File: src/rtl/iterative_priority_encoder_pkg.sv
// Shared types and helpers for the iterative priority encoder.
package iterative_pe_pkg;

   typedef enum logic {
      ST_IDLE = 1'b0,
      ST_SCAN = 1'b1
   } pe_state_e;

   function automatic int pe_n(input int encoding_size);
      return 1 << encoding_size;
   endfunction

   // Keep-bit for position pos when clearing the single bit at idx.
   function automatic logic pe_clear_bit(input int unsigned pos, input int unsigned idx);
      return pos != idx;
   endfunction

endpackage

File: src/rtl/iterative_priority_encoder_if.sv
// Load/flush/drain handshake bundle of the iterative priority encoder.
// Valid/ready: an index transfers on a rising clock edge where out_valid & out_ready are both high.
interface iterative_priority_encoder_if
   import iterative_pe_pkg::*;
#(
   parameter int EncodingSize = 3
);
   localparam int N = pe_n(EncodingSize);

   logic                    pe_en;
   logic [0:N-1]            in;
   logic                    pe_flush;
   logic [EncodingSize-1:0] out;
   logic                    out_valid;
   logic                    out_ready;
   logic                    pe_busy;
   logic                    pe_finish;
   logic                    pe_empty;
   pe_state_e               state;

   modport master (
      output pe_en, in, pe_flush, out_ready,
      input  out, out_valid, pe_busy, pe_finish, pe_empty, state
   );

   modport slave (
      input  pe_en, in, pe_flush, out_ready,
      output out, out_valid, pe_busy, pe_finish, pe_empty, state
   );
endinterface

File: src/rtl/pe_first_set.sv
// Combinational circular search: first set bit of vector at or after start, wrapping past N-1.
module pe_first_set
   import iterative_pe_pkg::*;
#(
   parameter  int EncodingSize = 3,
   localparam int N            = pe_n(EncodingSize)
) (
   input  logic [0:N-1]            vector,
   input  logic [EncodingSize-1:0] start,
   output logic [EncodingSize-1:0] index,
   output logic                    any
);
   logic [EncodingSize-1:0] probe;

   always_comb begin
      index = '0;
      any   = 1'b0;
      probe = start;
      for (int i = 0; i < N; i++) begin
         probe = start + EncodingSize'(i);
         if (!any && vector[probe]) begin
            index = probe;
            any   = 1'b1;
         end
      end
   end
endmodule

File: src/rtl/iterative_priority_encoder.sv
// Latches a multi-hot vector and emits each set index over a valid/ready handshake.
// Optional rotating priority when PE_ROUND_ROBIN_EN is defined.
module iterative_priority_encoder
   import iterative_pe_pkg::*;
#(
   parameter int EncodingSize = 3
) (
   input logic                          clock,
   input logic                          reset,
   iterative_priority_encoder_if.slave  bus
);
   localparam int N = pe_n(EncodingSize);

   pe_state_e               state;
   logic [0:N-1]            pending;
   logic [0:N-1]            clear_mask;
   logic [0:N-1]            remaining;
   logic [EncodingSize-1:0] first_idx;
   logic [EncodingSize-1:0] start_idx;
   logic                    first_any;
   logic                    xfer;
   logic                    finish_q;
   logic                    empty_q;

   pe_first_set #(.EncodingSize(EncodingSize)) u_first_set (
      .vector (pending),
      .start  (start_idx),
      .index  (first_idx),
      .any    (first_any)
   );

   assign bus.out_valid = (state == ST_SCAN);
   assign bus.pe_busy   = (state == ST_SCAN);
   assign bus.out       = (state == ST_SCAN && first_any) ? first_idx : '0;
   assign bus.pe_finish = finish_q;
   assign bus.pe_empty  = empty_q;
   assign bus.state     = state;
   assign xfer          = bus.out_valid & bus.out_ready;

   always_comb begin
      clear_mask = '0;
      for (int unsigned i = 0; i < N; i++) begin
         clear_mask[i] = pe_clear_bit(i, int'(first_idx));
      end
      remaining = pending & clear_mask;
   end

`ifdef PE_ROUND_ROBIN_EN
   logic [EncodingSize-1:0] last_idx;

   // A flushed transfer is discarded, so it must not move the pointer.
   always_ff @(posedge clock) begin
      if (reset) begin
         last_idx <= EncodingSize'(N - 1);
      end else if (xfer && !bus.pe_flush) begin
         last_idx <= first_idx;
      end
   end

   assign start_idx = last_idx + 1'b1;
`else
   assign start_idx = '0;
`endif

   always_ff @(posedge clock) begin
      if (reset) begin
         state    <= ST_IDLE;
         pending  <= '0;
         finish_q <= 1'b0;
         empty_q  <= 1'b0;
      end else begin
         finish_q <= 1'b0;
         empty_q  <= 1'b0;
         if (bus.pe_flush) begin
            state   <= ST_IDLE;
            pending <= '0;
         end else begin
            case (state)
               ST_IDLE: begin
                  if (bus.pe_en) begin
                     if (|bus.in) begin
                        pending <= bus.in;
                        state   <= ST_SCAN;
                     end else begin
                        finish_q <= 1'b1;
                        empty_q  <= 1'b1;
                     end
                  end
               end
               ST_SCAN: begin
                  if (xfer) begin
                     pending <= remaining;
                     if (remaining == '0) begin
                        state    <= ST_IDLE;
                        finish_q <= 1'b1;
                     end
                  end
               end
               default: state <= ST_IDLE;
            endcase
         end
      end
   end
endmodule

File: src/flat_wrapper.sv
// flat-port wrapper written by rule: the top's interface ports become plain ports
module iterative_priority_encoder_flat import iterative_pe_pkg::*;
#(
   parameter int EncodingSize = 3
)
  (clock, reset, bus_pe_en, bus_in, bus_pe_flush, bus_out_ready, bus_out, bus_out_valid, bus_pe_busy, bus_pe_finish, bus_pe_empty, bus_state);
  iterative_priority_encoder_if #(.EncodingSize(EncodingSize)) bus_i ();
  input logic clock;
  input logic reset;
  input wire logic [$bits(bus_i.pe_en)-1:0] bus_pe_en;
  input wire logic [$bits(bus_i.in)-1:0] bus_in;
  input wire logic [$bits(bus_i.pe_flush)-1:0] bus_pe_flush;
  input wire logic [$bits(bus_i.out_ready)-1:0] bus_out_ready;
  output wire logic [$bits(bus_i.out)-1:0] bus_out;
  output wire logic [$bits(bus_i.out_valid)-1:0] bus_out_valid;
  output wire logic [$bits(bus_i.pe_busy)-1:0] bus_pe_busy;
  output wire logic [$bits(bus_i.pe_finish)-1:0] bus_pe_finish;
  output wire logic [$bits(bus_i.pe_empty)-1:0] bus_pe_empty;
  output wire logic [$bits(bus_i.state)-1:0] bus_state;
  assign bus_i.pe_en = bus_pe_en;
  assign bus_i.in = bus_in;
  assign bus_i.pe_flush = bus_pe_flush;
  assign bus_i.out_ready = bus_out_ready;
  assign bus_out = bus_i.out;
  assign bus_out_valid = bus_i.out_valid;
  assign bus_pe_busy = bus_i.pe_busy;
  assign bus_pe_finish = bus_i.pe_finish;
  assign bus_pe_empty = bus_i.pe_empty;
  assign bus_state = bus_i.state;
  iterative_priority_encoder #(.EncodingSize(EncodingSize)) u_core (.clock(clock), .reset(reset), .bus(bus_i));
endmodule
File: config.mk
export PLATFORM = sky130hd
export DESIGN_NAME = iterative_priority_encoder_flat
export DESIGN_NICKNAME = d
export VERILOG_FILES = /design/src/rtl/iterative_priority_encoder_pkg.sv /design/src/rtl/iterative_priority_encoder_if.sv /design/src/rtl/pe_first_set.sv /design/src/rtl/iterative_priority_encoder.sv /design/src/flat_wrapper.sv
export SDC_FILE = /design/constraint.sdc
export NUM_CORES = 1
export LEC_CHECK = 0
export BUFFER_PORTS_ARGS = -buffer_cell sky130_fd_sc_hd__buf_2
export CAP_MARGIN = 20
export CORE_UTILIZATION = 48
export CTS_CLUSTER_SIZE = 28
export DETAILED_ROUTE_END_ITERATION = 8
export HOLD_SLACK_MARGIN = 0.02
export PLACE_DENSITY = 0.76
export SYNTH_ARGS = -nofsm -noshare
export SYNTH_HDL_FRONTEND = slang
export SYNTH_SLANG_ARGS = --single-unit
File: constraint.sdc
create_clock -name clock -period 2.45 [get_ports clock]
set_clock_uncertainty 0.2 [all_clocks]
set_input_delay 0.245 -clock clock [delete_from_list [all_inputs] [get_ports clock]]
set_output_delay 0.245 -clock clock [all_outputs]
set_load 0.01 [all_outputs]
==> metrics.md <==
| Metric | Value |
|---|---|
| Simple-gate share of the synthesized area | `25.45%` |
| Outcome | `finished, final reports clean` |
| Max Clock Freq | `439.5 MHz` |
| Worst-Margin Slew | `724.1 ps` |
| Cell Area, Placed | `750.7 µm²` |
| CTS sink cnt | `11` |
| Post-cts sizing count | `0` |
| Initial antenna violation count | `0` |
| Final instance area | `837.1 µm²` |
| Netlist cell types | `34` |
| Min Tclk post-route | `2275 ps` |
| Clock slew at reported path FFs | `roughly 70 ps` |
| Sequential share of the synthesized area | `32.00%` |
| Synth-to-Final Area Change | `21.64%` |
| GP Congestion | `0.8538` |
| Crit-path slowest cell | `or4_4` |
| Post-Syn Instances | `78` |
| Gr usage total | `25.44%` |
| Slew headroom | `roughly half` |
| Clk root buf | `clkbuf_4` |
| Unrepaired setup endpoints after global routing | `false` |
| Routed Antenna Nets | `0` |
| Leakage | `around 0.34 nW` |
| Mux cell area share after synthesis | `0%` |
| Synth Area in Adders | `under 10%` |
| R2R Setup Slk | `510 ps` |
| Layout cell share with drive strength beyond 1 | `30.39%` |
| Number of flops mapped to enable cells by yosys | `0` |
| Critical Path RT | `2010 ps` |
| FFs w/ async S/R, synth | `0%` |
| Layout fillers | `113` |
| DRC | `0` |
| Worst setup startpoint | `u_core.pending[0]$_SDFFE_PP0P_` |
| DR WL/cell | `13.21 µm` |
| CTS H-tree lvls | `1` |
| CP peak stage delay | `around 600 ps` |
| Post-synth net total | `91` |
| Xor and xnor area share after synthesis | `0%` |
| Port bufs | `20` |
| Num rows | `13` |
| TritonCTS clock tree | `built` |
| Drt pass-1 iters | `4` |
| Die area | `1589 µm²` |
| Syn Area/Cell | `8.823 µm²` |
| Final wirelength | `around 1500 µm` |
| Vias | `706` |
| Initial core utilization | `52.23%` |
| Most frequent cells in the layout | `buf_2 (20), dfxtp_1 (11), nand2_1 (7)` |
| Avg Vias per Cell | `6.034` |
| Max-cap violations | `0` |
| Post-DP HPWL | `1071 µm` |
| Commonest non-fill, non-tap cell in the layout | `buf_2` |
| Final setup vio count | `0` |
| CP cell instances | `or4_4 > nor4_4 > nand2_1 > a21oi_1 > buf_2` |
| Vias in the first global route | `approximately 590` |
| Complex-gate fraction of the synthesized area | `31.82%` |
| Reg2reg start | `u_core.pending[0]$_SDFFE_PP0P_` |
| IO Pins | `21` |
| CTS max path bufs | `2` |
| Data arrival, critical path | `1830 ps` |
| Fin. Hold Viols | `0` |
| Pwr Density | `480.3 nW/µm²` |
| Die Wd | `39.87 µm` |
| CP Max Fanout | `9` |
| Diode count | `0` |
| Initial drt markers | `15` |
| Final core utilization | `around 64%` |
| Max VDD drop | `0.2777 mV` |
| Largest family of logic cells by synthesized area | `compound AO/OA/AOI/OAI gates` |
| Crit Path Class | `flop to primary output` |
| Final nets | `116` |
| Syn. warnings | `0` |
| Fin. max-slew vios | `0` |
| Hold crit path type | `primary input to flop` |
| Mapped cell area | `688.2 µm²` |
| Global-route wire length before repair | `approximately 2700 µm` |
| Clk_lat worst skew | `about 270 ps` |
| Hold Startpoint | `bus_in[2]` |
| Largest net degree at the start of global routing | `12` |
| Main synth FF type | `dfxtp_1` |
| Core Area | `1318 µm²` |
| Die height | `about 40 µm` |
| Critical Path Source Type | `flop` |
| Period utilization | `92.87%` |
| Setup TNS | `0 ps` |
| Synthesis-stage register bit count | `11` |
| GR Overflow Total | `0` |
| CP Capture Type | `primary output` |
| Num CTS Buffers | `3` |
-- stage by stage --
stage	setup slack (ps)	instances	hold WS, ps	power (mW)
after floorplan	468.2	78	170.8	0.2536
after global placement	505.1	107	275.2	0.2698
after detailed placement	471.7	107	279.6	0.2704
after CTS	171.4	117	38.00	0.4022
after global routing	49.33	117	53.22	0.4238
final	174.7	117	35.94	0.4021
-- final timing paths --
check	endpoint	cells after the start
worst max-delay path	bus_out[0]	5
worst min-delay path	u_core.pending[5]$_SDFFE_PP0P_	3
worst max register to register	u_core.bus.out_valid$_SDFF_PP0_	4
worst min register to register	u_core.pending[3]$_SDFFE_PP0P_	1
-- cells in the mapped netlist, drive strengths merged (2+ instances only) --
library cell | n | area (µm²)
buf | 6 | 56.30
nor2 | 3 | 13.77
nor3 | 4 | 25.02
nand2 | 7 | 26.28
or2 | 2 | 12.51
o31ai | 2 | 15.01
dfxtp | 11 | 220.2
a21oi | 4 | 23.77
o21bai | 2 | 15.01
o22ai | 3 | 18.77
nand2b | 2 | 12.51
a32o | 6 | 60.06
o21ai | 7 | 35.03
nor4 | 5 | 46.29
-- critical path: cells and delay by family (launching register included) --
kind / cells / cell delay (ps)
compound gates: 1 / 130
buf+inv: 1 / 150
simple gates: 3 / 910
flops: 1 / 370
-- metal layers --
metal  GRT usage (%)  routed length, µm  up-vias
met5               0                  0        -
met4           15.52                 40        0
met3           3.409                 72        5
met2           36.29                690       26
met1           35.15                741      322
li1                -                  -      353
-- what timing repair did --
action | 4_1_cts | 5_1_grt
hold endpoints to repair | 6 | 0
hold buffers | 6 | 0
setup buffers | 0 | 0
setup endpoints to repair | 0 | 0
-- cells by family after synthesis --
family,count (synthesis)
simple gates,28
flops,11
fa+ha+maj,1
compound gates,30
buf+inv,8
-- flip-flops by register name, summed over array words and instances, names as in the netlist --
signal / cells
u_core.bus.pe_empty: 1
u_core.pending: 8
u_core.bus.out_valid: 1
u_core.bus.pe_finish: 1
-- cell type report --
type	count	area, µm²	share of cell area, %
clock buffers	4	26.28	3.139
inverters	2	7.507	0.8969
multi-input cells	59	404.1	48.28
flip-flops and latches	11	220.2	26.31
well taps	15	18.77	2.242
repair buffers	26	160.2	19.13
-- report_power, final --
group	internal [mW]	leakage, nW	total, mW	switching [mW]
Combinational	0.0403	0.238	0.0788	0.0385
Clock	0.0631	0.0150	0.128	0.0646
Sequential	0.184	0.0895	0.196	0.0113
Total	0.288	0.343	0.402	0.114
No activity file was read; power rests on OpenSTA's default activity.
